===== src/rtl/present_cipher_core.sv =====
// present_cipher_core: iterative PRESENT block cipher, encrypt and decrypt, one round per clock.
// Decryption expands the raw master key on chip (KEYGEN phase) before running rounds backwards.
// Optional feature macro: PRESENT_KEY_CACHE_EN keeps the last decrypt key schedule so a repeated
// decrypt under the same master key skips the key expansion phase.
module present_cipher_core #(
   parameter int KEY_WIDTH = 80
) (
   input  logic                 clk,
   input  logic                 reset,
   input  logic                 in_valid,
   output logic                 in_ready,
   input  logic                 mode,
   input  logic [63:0]          in_data,
   input  logic [KEY_WIDTH-1:0] in_key,
   output logic                 out_valid,
   input  logic                 out_ready,
   output logic [63:0]          out_data,
   output logic                 busy,
   output logic [4:0]           round
);

   generate
      if (KEY_WIDTH != 80 && KEY_WIDTH != 128) begin : g_bad_key_width
         $error("present_cipher_core: KEY_WIDTH must be 80 or 128");
      end
   endgenerate

   // The round counter is folded into the key register at a width-dependent position
   localparam int RC_LSB = (KEY_WIDTH == 128) ? 62 : 15;

   typedef enum logic [1:0] {IDLE, KEYGEN, ROUND, DONE} state_e;

   function automatic logic [3:0] sbox(input logic [3:0] x);
      logic [3:0] y;
      case (x)
         4'h0: y = 4'hC;  4'h1: y = 4'h5;  4'h2: y = 4'h6;  4'h3: y = 4'hB;
         4'h4: y = 4'h9;  4'h5: y = 4'h0;  4'h6: y = 4'hA;  4'h7: y = 4'hD;
         4'h8: y = 4'h3;  4'h9: y = 4'hE;  4'hA: y = 4'hF;  4'hB: y = 4'h8;
         4'hC: y = 4'h4;  4'hD: y = 4'h7;  4'hE: y = 4'h1;  default: y = 4'h2;
      endcase
      return y;
   endfunction

   function automatic logic [3:0] sbox_inv(input logic [3:0] x);
      logic [3:0] y;
      case (x)
         4'h0: y = 4'h5;  4'h1: y = 4'hE;  4'h2: y = 4'hF;  4'h3: y = 4'h8;
         4'h4: y = 4'hC;  4'h5: y = 4'h1;  4'h6: y = 4'h2;  4'h7: y = 4'hD;
         4'h8: y = 4'hB;  4'h9: y = 4'h4;  4'hA: y = 4'h6;  4'hB: y = 4'h3;
         4'hC: y = 4'h0;  4'hD: y = 4'h7;  4'hE: y = 4'h9;  default: y = 4'hA;
      endcase
      return y;
   endfunction

   function automatic logic [63:0] s_layer(input logic [63:0] x);
      logic [63:0] y;
      y = '0;
      for (int i = 0; i < 16; i++) y[4*i +: 4] = sbox(x[4*i +: 4]);
      return y;
   endfunction

   function automatic logic [63:0] s_layer_inv(input logic [63:0] x);
      logic [63:0] y;
      y = '0;
      for (int i = 0; i < 16; i++) y[4*i +: 4] = sbox_inv(x[4*i +: 4]);
      return y;
   endfunction

   // Bit i moves to position 16*i mod 63 (bit 63 stays put)
   function automatic logic [63:0] p_layer(input logic [63:0] x);
      logic [63:0] y;
      y = '0;
      for (int i = 0; i < 64; i++) y[(i % 4) * 16 + i / 4] = x[i];
      return y;
   endfunction

   function automatic logic [63:0] p_layer_inv(input logic [63:0] x);
      logic [63:0] y;
      y = '0;
      for (int i = 0; i < 64; i++) y[i] = x[(i % 4) * 16 + i / 4];
      return y;
   endfunction

   // Forward key schedule step: rotate left 61, S-box top nibble(s), fold in round counter
   function automatic logic [KEY_WIDTH-1:0] key_fwd(input logic [KEY_WIDTH-1:0] k,
                                                    input logic [4:0] r);
      logic [KEY_WIDTH-1:0] t;
      t = {k[KEY_WIDTH-62:0], k[KEY_WIDTH-1:KEY_WIDTH-61]};
      t[KEY_WIDTH-1 -: 4] = sbox(t[KEY_WIDTH-1 -: 4]);
      if (KEY_WIDTH == 128) t[KEY_WIDTH-5 -: 4] = sbox(t[KEY_WIDTH-5 -: 4]);
      t[RC_LSB +: 5] = t[RC_LSB +: 5] ^ r;
      return t;
   endfunction

   // Inverse key schedule step: undo the counter, the S-box(es), then rotate right 61
   function automatic logic [KEY_WIDTH-1:0] key_inv(input logic [KEY_WIDTH-1:0] k,
                                                    input logic [4:0] r);
      logic [KEY_WIDTH-1:0] t;
      t = k;
      t[RC_LSB +: 5] = t[RC_LSB +: 5] ^ r;
      t[KEY_WIDTH-1 -: 4] = sbox_inv(t[KEY_WIDTH-1 -: 4]);
      if (KEY_WIDTH == 128) t[KEY_WIDTH-5 -: 4] = sbox_inv(t[KEY_WIDTH-5 -: 4]);
      return {t[60:0], t[KEY_WIDTH-1:61]};
   endfunction

   state_e               fsm_q, fsm_d;
   logic [63:0]          state_reg_q, state_reg_d;
   logic [KEY_WIDTH-1:0] key_reg_q, key_reg_d;
   logic [4:0]           round_q, round_d;
   logic                 mode_reg_q, mode_reg_d;

`ifdef PRESENT_KEY_CACHE_EN
   logic [KEY_WIDTH-1:0] cache_key_q, cache_key_d;
   logic [KEY_WIDTH-1:0] cache_sched_q, cache_sched_d;
   logic                 cache_valid_q, cache_valid_d;
`endif

   logic [63:0]          round_key;
   logic [KEY_WIDTH-1:0] key_fwd_w;
   logic [KEY_WIDTH-1:0] key_inv_w;

   assign round_key = key_reg_q[KEY_WIDTH-1 -: 64];
   assign key_fwd_w = key_fwd(key_reg_q, round_q);
   assign key_inv_w = key_inv(key_reg_q, round_q);

   // Next-state logic for the control FSM and the data/key datapath
   always_comb begin
      fsm_d       = fsm_q;
      state_reg_d = state_reg_q;
      key_reg_d   = key_reg_q;
      round_d     = round_q;
      mode_reg_d  = mode_reg_q;
`ifdef PRESENT_KEY_CACHE_EN
      cache_key_d   = cache_key_q;
      cache_sched_d = cache_sched_q;
      cache_valid_d = cache_valid_q;
`endif
      unique case (fsm_q)
         IDLE: begin
            if (in_valid) begin
               state_reg_d = in_data;
               key_reg_d   = in_key;
               mode_reg_d  = mode;
               round_d     = 5'd1;
               if (!mode) begin
                  fsm_d = ROUND;
               end else begin
`ifdef PRESENT_KEY_CACHE_EN
                  if (cache_valid_q && (in_key == cache_key_q)) begin
                     key_reg_d = cache_sched_q;
                     round_d   = 5'd31;
                     fsm_d     = ROUND;
                  end else begin
                     cache_key_d   = in_key;
                     cache_valid_d = 1'b0;
                     fsm_d         = KEYGEN;
                  end
`else
                  fsm_d = KEYGEN;
`endif
               end
            end
         end
         KEYGEN: begin
            key_reg_d = key_fwd_w;
            if (round_q == 5'd31) begin
               round_d = 5'd31;
               fsm_d   = ROUND;
`ifdef PRESENT_KEY_CACHE_EN
               cache_sched_d = key_fwd_w;
               cache_valid_d = 1'b1;
`endif
            end else begin
               round_d = round_q + 5'd1;
            end
         end
         ROUND: begin
            if (!mode_reg_q) begin
               state_reg_d = p_layer(s_layer(state_reg_q ^ round_key));
               key_reg_d   = key_fwd_w;
               round_d     = round_q + 5'd1;
               if (round_q == 5'd31) fsm_d = DONE;
            end else begin
               state_reg_d = s_layer_inv(p_layer_inv(state_reg_q ^ round_key));
               key_reg_d   = key_inv_w;
               round_d     = round_q - 5'd1;
               if (round_q == 5'd1) fsm_d = DONE;
            end
         end
         DONE: begin
            if (out_ready) fsm_d = IDLE;
         end
         default: fsm_d = IDLE;
      endcase
   end

   // State registers with synchronous active-low reset
   always_ff @(posedge clk) begin
      if (!reset) begin
         fsm_q       <= IDLE;
         state_reg_q <= '0;
         key_reg_q   <= '0;
         round_q     <= '0;
         mode_reg_q  <= 1'b0;
`ifdef PRESENT_KEY_CACHE_EN
         cache_key_q   <= '0;
         cache_sched_q <= '0;
         cache_valid_q <= 1'b0;
`endif
      end else begin
         fsm_q       <= fsm_d;
         state_reg_q <= state_reg_d;
         key_reg_q   <= key_reg_d;
         round_q     <= round_d;
         mode_reg_q  <= mode_reg_d;
`ifdef PRESENT_KEY_CACHE_EN
         cache_key_q   <= cache_key_d;
         cache_sched_q <= cache_sched_d;
         cache_valid_q <= cache_valid_d;
`endif
      end
   end

   // Outputs decode registered state only; the final whitening key is the current top of key_reg
   always_comb begin
      in_ready  = (fsm_q == IDLE);
      out_valid = (fsm_q == DONE);
      busy      = (fsm_q != IDLE);
      round     = round_q;
      out_data  = (fsm_q == DONE) ? (state_reg_q ^ round_key) : 64'h0;
   end

endmodule


===== config.mk =====
export PLATFORM = sky130hd
export DESIGN_NAME = present_cipher_core
export DESIGN_NICKNAME = d
export VERILOG_FILES = /design/src/rtl/present_cipher_core.sv
export SDC_FILE = /design/constraint.sdc
export NUM_CORES = 1
export LEC_CHECK = 0
export ABC_AREA = 1
export CAP_MARGIN = 5
export CORE_MARGIN = 2
export CORE_UTILIZATION = 57
export DETAILED_ROUTE_END_ITERATION = 10
export GPL_TIMING_DRIVEN = 0
export PLACE_DENSITY = 0.93
export SYNTH_ARGS = -nofsm -noshare
export SYNTH_HDL_FRONTEND = slang
export SYNTH_SLANG_ARGS = --single-unit
export TNS_END_PERCENT = 30

===== constraint.sdc =====
create_clock -name clk -period 3.3 [get_ports clk]
set_clock_uncertainty 0.05 [all_clocks]
set_input_delay 0.33 -clock clk [delete_from_list [all_inputs] [get_ports clk]]
set_output_delay 0.33 -clock clk [all_outputs]
set_load 0.02 [all_outputs]

# Yosys cells after proc, flatten, opt, wreduce, memory -nomap -nowiden
# Memories as Yosys holds them, arrays and structs flattened. A register that Yosys moved wholly into a read port is not among the register bits.
# Cells that the tools add are included.
word_totals:
  register_bits: 152
  mem_bits_ro: 2176
  in_bits: 149
  out_inout_bits: 72
  wordCells: 85
  n_memories: 34
classes:
  n_addsub: 2
  n_eq_ne: 10
  mux: 23
  bitwise: 3
  reduce_logical: 8
mem_list:
  columns: ["memory", "depth", "width", "rd", "rd_clocked_by_memory_dff", "write_ports", "line", "text"]
  rows:
  - ["(name not given)", 16, 4, 1, 0, 0, "35", "case (x)"]
  - ["(name not given)", 16, 4, 1, 0, 0, "35", null]
  - ["(name not given)", 16, 4, 1, 0, 0, "35", null]
  - ["(name not given)", 16, 4, 1, 0, 0, "35", null]
  - ["(name not given)", 16, 4, 1, 0, 0, "35", null]
  - ["(name not given)", 16, 4, 1, 0, 0, "35", null]
  - ["28 more memories", null, null, null, null, null, null, null]
ops:
  columns: ["operator", "count"]
  rows:
  - ["$pmux 80 s3", 1]
  - ["$mux 64", 3]
  - ["$mux 80", 2]
  - ["$pmux 64 s2", 1]
  - ["$xor 64x64->64", 1]
  - ["$mux 4", 4]
  - ["$mux 5", 3]
  - ["$pmux 5 s3", 1]
  - ["$mux 2", 7]
  - ["$xor 5x5->5", 2]
  - ["$pmux 2 s4", 1]
  - ["$ne 3x3->1 const B", 2]
  - ["$reduce_and 2->1", 3]
  - ["$add 5x1->5 const B", 1]
  - ["$eq 5x1->1 const B", 1]
  - ["$eq 5x5->1 const B", 1]
  - ["$reduce_and 5->1", 1]
  - ["$sub 5x1->5 const B", 1]
  - ["$eq 2x2->1 const B", 2]
  - ["$ne 2x2->1 const B", 2]
  - ["$reduce_bool 2->1", 2]
  - ["$reduce_bool 3->1", 1]
  - ["$eq 2x1->1 const B", 1]
  - ["$logic_not 2->1", 1]
  - ["$ne 2x1->1 const B", 1]

# Depth between registers and ports, before layout
logic_depth:
  depth_word: 5
  mapped_depth: 19
  mapped_depth_nobuf: 18

# Worst setup path before layout
# OpenSTA, ideal clock, no wires.
synth_path:
  kind: "register to register"
  from: "reg fsm_q[0]"
  to: "reg, netlist name key_inv_w[15]"
  setup_ps: 112
  t_arrival_ps: 2316
  required_ps: 3138
  path_slack_ps: 821
  path_stages_with_launch: 17
  path_buffers: 2
  period_less_slack_ps: 2479
  path_cell_list: "dfxtp_1 > inv_1 > ha_1 > a21oi_2 > inv_2 > buf_6 > buf_4 > nand2_1 > nand2_1 > nand2_1 > inv_1 > ha_1 > or2_2 > nand2_1 > nand2_1 > nand2_1 > nand2_1"
synth_via:
  elab_chain_len: 5
  elab_cells_between_ends: 9
  cone_classes: "3 x eq/ne; 3 x mux; 3 x reduce/logical"
synth_lines:
  columns: ["element", "line", "text"]
  rows:
  - ["start, declared", "106", "state_e fsm_q, fsm_d;"]
  - ["start signal, assigned", "211", "fsm_q <= fsm_d;"]
  - ["$logic_not 2->1 (*)", null, null]
  - ["named net in_ready", "11", "output logic in_ready,"]
  - ["$ne 2x2->1 (no source line) or $reduce_bool 3->1 (tied branches)", null, null]
  - ["$reduce_and 2->1 (no source line)", null, null]
  - ["$mux 4 (no source line) (*) (2 in series)", null, null]
# Mark *: on every way through the listed nets, which the timed path passes. The rest lies on a longest branch.
# A chain may end at the register's enable or synchronous reset.

# Final worst setup path
layout_path:
  from: "reg fsm_q[0]"
  to: "out out_data[6]"
layout_via:
  elab_chain_len: 2
layout_lines:
  columns: ["element", "line", "text"]
  rows:
  - ["$eq 2x2->1", "230", "out_data = (fsm_q == DONE) ? (state_reg_q ^ round_key) : 64'h0;"]
  - ["$mux 64", "230", null]
  - ["end, declared", "17", "output logic [63:0] out_data,"]
# No other way between the ends.

==> reports/summary.txt <==
TIMING
----------------------------------------------------------------------------------
Worst slew pin tran                                                        1220 ps
Tcrit/Tclk final                                                             0.975
TNS Setup                                                                     0 ps
FMAX                                                                     0.311 GHz
Final worst path period need                                               3220 ps
Max_slew headroom                                                            0.184
Unrepaired setup endpoints after global routing                                 no
Count of endpoints failing setup in the final report                             0
Final Slew Violations                                                            0
Hold violation total from the final report                                       0

CTS
----------------------------------------------------------------------------------
Post-CTS setup buffers                                                           0
Number of buffers added by the clock tree synthesis step                        17
Clock latency at the later pin of the worst-skew pair                       460 ps
Longest Clk Path Bufs                                                            2
Clock root buffer                                                        clkbuf_16
CTS tree                                                                      done
Clock transition at path regs                                                80 ps
Count of clock tree sinks                                                      160
H-tree depth                                                                     4
Resized cells post-CTS                                                           0
Post-cts hold buffer count                                                       0

CELLS AND AREA
----------------------------------------------------------------------------------
Final standard cell count with taps included and fillers excluded             3348
Share of final-layout standard cells stronger than drive strength 1         0.0422
P&R area growth vs syn                                                       19.9%
Fill cell instance count of the final layout                                  2594
Flip-flop and latch area                                              0.00320 sq mm
Multi-input gate area                                                 0.0116 sq mm
Diode insertion count for antenna repair                                         0
Final-stage net count                                                         3298

ROUTE
----------------------------------------------------------------------------------
DR pass1 iterations                                                              7
Count of vias placed by the detailed router                                  21.4k
Ratio of routed vias to standard cells                                        6.38
DRC violations left                                                              0
Final Routed Wirelength                                                   80100 um
Initial DRC count                                                             3553
Count of antenna-violating nets left after detailed routing                      0
Post-DR wirelength/cell                                                    23.9 um

PLACEMENT
----------------------------------------------------------------------------------
I/O Buffers                                                                    220
Number of placed instances with taps included                                 3316
Placer congestion estimate                                                    1.13
HPWL after DPL                                                            62500 um

OUTCOME
----------------------------------------------------------------------------------
Run status                                                            complete, no violations

LOGIC SYNTHESIS
----------------------------------------------------------------------------------
Sequential-to-total area share from yosys stat                               0.194
Largest family of logic cells by synthesized area                     simple AND/OR/NAND/NOR gates
Cells after synthesis                                                         2712
Fraction of synthesized area in multiplexers                                     0
Post-synthesis adder-cell area fraction                                      0.150
Simple logic cell fraction of the synthesized area                           0.363
Area fraction in compound gates after synthesis                              0.174
Post-Syn Area per Cell                                                  6.08 sq um
Number of synthesized flops with an enable pin                                   0
Most used flip-flop cell after synthesis                                   dfxtp_1
Cell variety after synth                                                        39
Synthesized flop and latch total                                               160
Synthesized net count                                                         3059
Post-Synthesis Cell Area                                              0.0165 sq mm
Yosys Warn Count                                                                 0
Share of async-settable or async-resettable flops after synthesis                0
Synthesized-area fraction occupied by xor and xnor cells                    0.0185

GLOBAL ROUTE
----------------------------------------------------------------------------------
Largest net degree at the start of global routing                               20
Global-route usage over all layers                                           0.509
Wire length of the first global-routing pass                             116000 um
Via count of the first global-routing pass                                   19.6k
Initial antenna violation count                                                  2
Global route total overflow                                                      0

WORST SETUP PATH
----------------------------------------------------------------------------------
Crit path capture type                                                primary output
Endpoint required time on the critical path                                2920 ps
Worst Path Max Fanout                                                           10
Worst setup SP type                                                           flop
Critical setup path kind                                              flop to primary output
Worst path arrival time                                                    2840 ps

PWR
----------------------------------------------------------------------------------
Power density over cell area                                          1290 mW/mm^2
Maximum VDD drop                                                        0.000756 V
Reported leakage power                                                     8.94 nW

FLOORPLAN
----------------------------------------------------------------------------------
Starting utilization of the core area                                        0.576
Width of the die                                                            174 um
Number of rows in the core area                                                 62
Die Height                                                                  174 um
Core region area                                                      0.0286 sq mm
Boundary Pins                                                                  221
Area of the die                                                       0.0303 sq mm

MIN PATH
----------------------------------------------------------------------------------
Type of the tightest min-delay check                                  flop to flop

RUN
----------------------------------------------------------------------------------
Maximum Capacitance Violations                                                   0

==> layout by cell type, fill, tap and decap left out, types with 6 or more instances in the layout <==
master and instances:
nand2_2 10, nand3_1 355, nor2_2 7, buf_4 6, o21a_1 8, nand3b_1 18, dfxtp_1 160, o221ai_1 65
nor3_1 11, inv_2 8, clkbuf_1 62, o21ai_0 174, buf_6 7, clkbuf_16 17, ha_1 198, xnor2_1 22
a21oi_1 171, nand4_1 6, o211ai_1 51, clkdlybuf4s50_1 220, buf_2 42, xor2_1 11, nor2_1 252, inv_1 271
nand2_1 763
==> synthesized netlist by cell type (3+ instances only) <==
cell type  count  area [sq um]
o21a_1         8          60.1
nand2_1      763          2860
nor2_1       252           946
inv_1        271          1020
dfxtp_1      160          3200
nand3_1      355          1780
ha_1         198          2480
a21oi_1      171           856
o21ai_0      174           871
buf_2         42           210
xnor2_1       22           193
o221ai_1      65           569
nand3b_1      18           135
nor3_1        11          55.1
nand2_2       10          62.6
clkbuf_1      62           233
or2_2          5          31.3
buf_4          6          45.0
a31oi_1        3          18.8
xor2_1        11          96.3
inv_2          8          30.0
o22ai_1        3          18.8
o21ai_1        3          15.0
nor2_2         7          43.8
buf_6          7          78.8
o211ai_1      51           383
buf_1          4          15.0
nand4_1        6          37.5
==> where the power goes <==
group	total (W)	internal (W)	switching [W]
clock network	0.00210	0.00103	0.00107
logic	0.0194	0.00573	0.0137
registers	0.00406	0.00276	0.00129
total	0.0255	0.00953	0.0160
==> worst paths after layout <==
kind | startpoint | end | slack (ps) | depth (start not counted)
setup / recovery | fsm_q[0]$_SDFFE_PN0P_ | out_data[6] | 80 | 5
hold / removal | key_reg_q[2]$_SDFFE_PN0N_ | key_reg_q[2]$_SDFFE_PN0N_ | 420 | 2
setup reg to reg | key_reg_q[33]$_SDFFE_PN0N_ | state_reg_q[52]$_SDFFE_PN0P_ | 200 | 10
hold reg to reg | key_reg_q[2]$_SDFFE_PN0N_ | key_reg_q[2]$_SDFFE_PN0N_ | 420 | 2
==> routing by layer <==
layer | GRT usage | routed length [um]
met1 | 0.603 | 28100
met2 | 0.737 | 31800
met3 | 0.193 | 12500
met4 | 0.404 | 7650
met5 | 0 | 13
==> state kept, by name, summed over array words and instances (netlist names) <==
| signal | flops |
|---|---|
| round | 5 |
| state_reg_q | 64 |
| fsm_q | 2 |
| mode_reg_q | 1 |
| key_inv_w | 4 |
| key_reg_q | 80 |
| key_fwd_w | 4 |
==> stage by stage <==
step	setup WS [ps]	hold WS, ps	instance area [sq um]	utilization	power, W
after floorplan	821	394	16500	-	0.0160
after global placement	175	402	19200	0.670	0.0216
after detailed placement	106	408	19200	0.670	0.0221
after CTS	203	420	19800	0.691	0.0243
after global routing	34.5	439	19800	0.691	0.0269
final	83.2	419	19800	0.691	0.0255
==> worst max-delay path, stage by stage, from the launching register on <==
cell             delay, ps
dfxtp_1                350
ha_1                   300
inv_2                  210
clkbuf_1               670
nor2_1                 240
clkdlybuf4s50_1        600
==> cell type report <==
type                       count  area share
multi-input combinational   2149       0.589
tap                          384      0.0243
timing repair buffer         220       0.111
sequential                   160       0.162
clock inverter                15     0.00905
buffer                       121      0.0294
clock buffer                  17      0.0215
inverter                     282      0.0537
==> kinds of logic after synthesis <==
group / Yosys count
xor gates and xnor gates: 34
AOI/OAI and AO/OA: 487
buffers and inverters: 403
and+or+nand+nor: 1430
adders and majority gates: 198
DFF: 160
No activity file was read; power rests on OpenSTA's default activity.
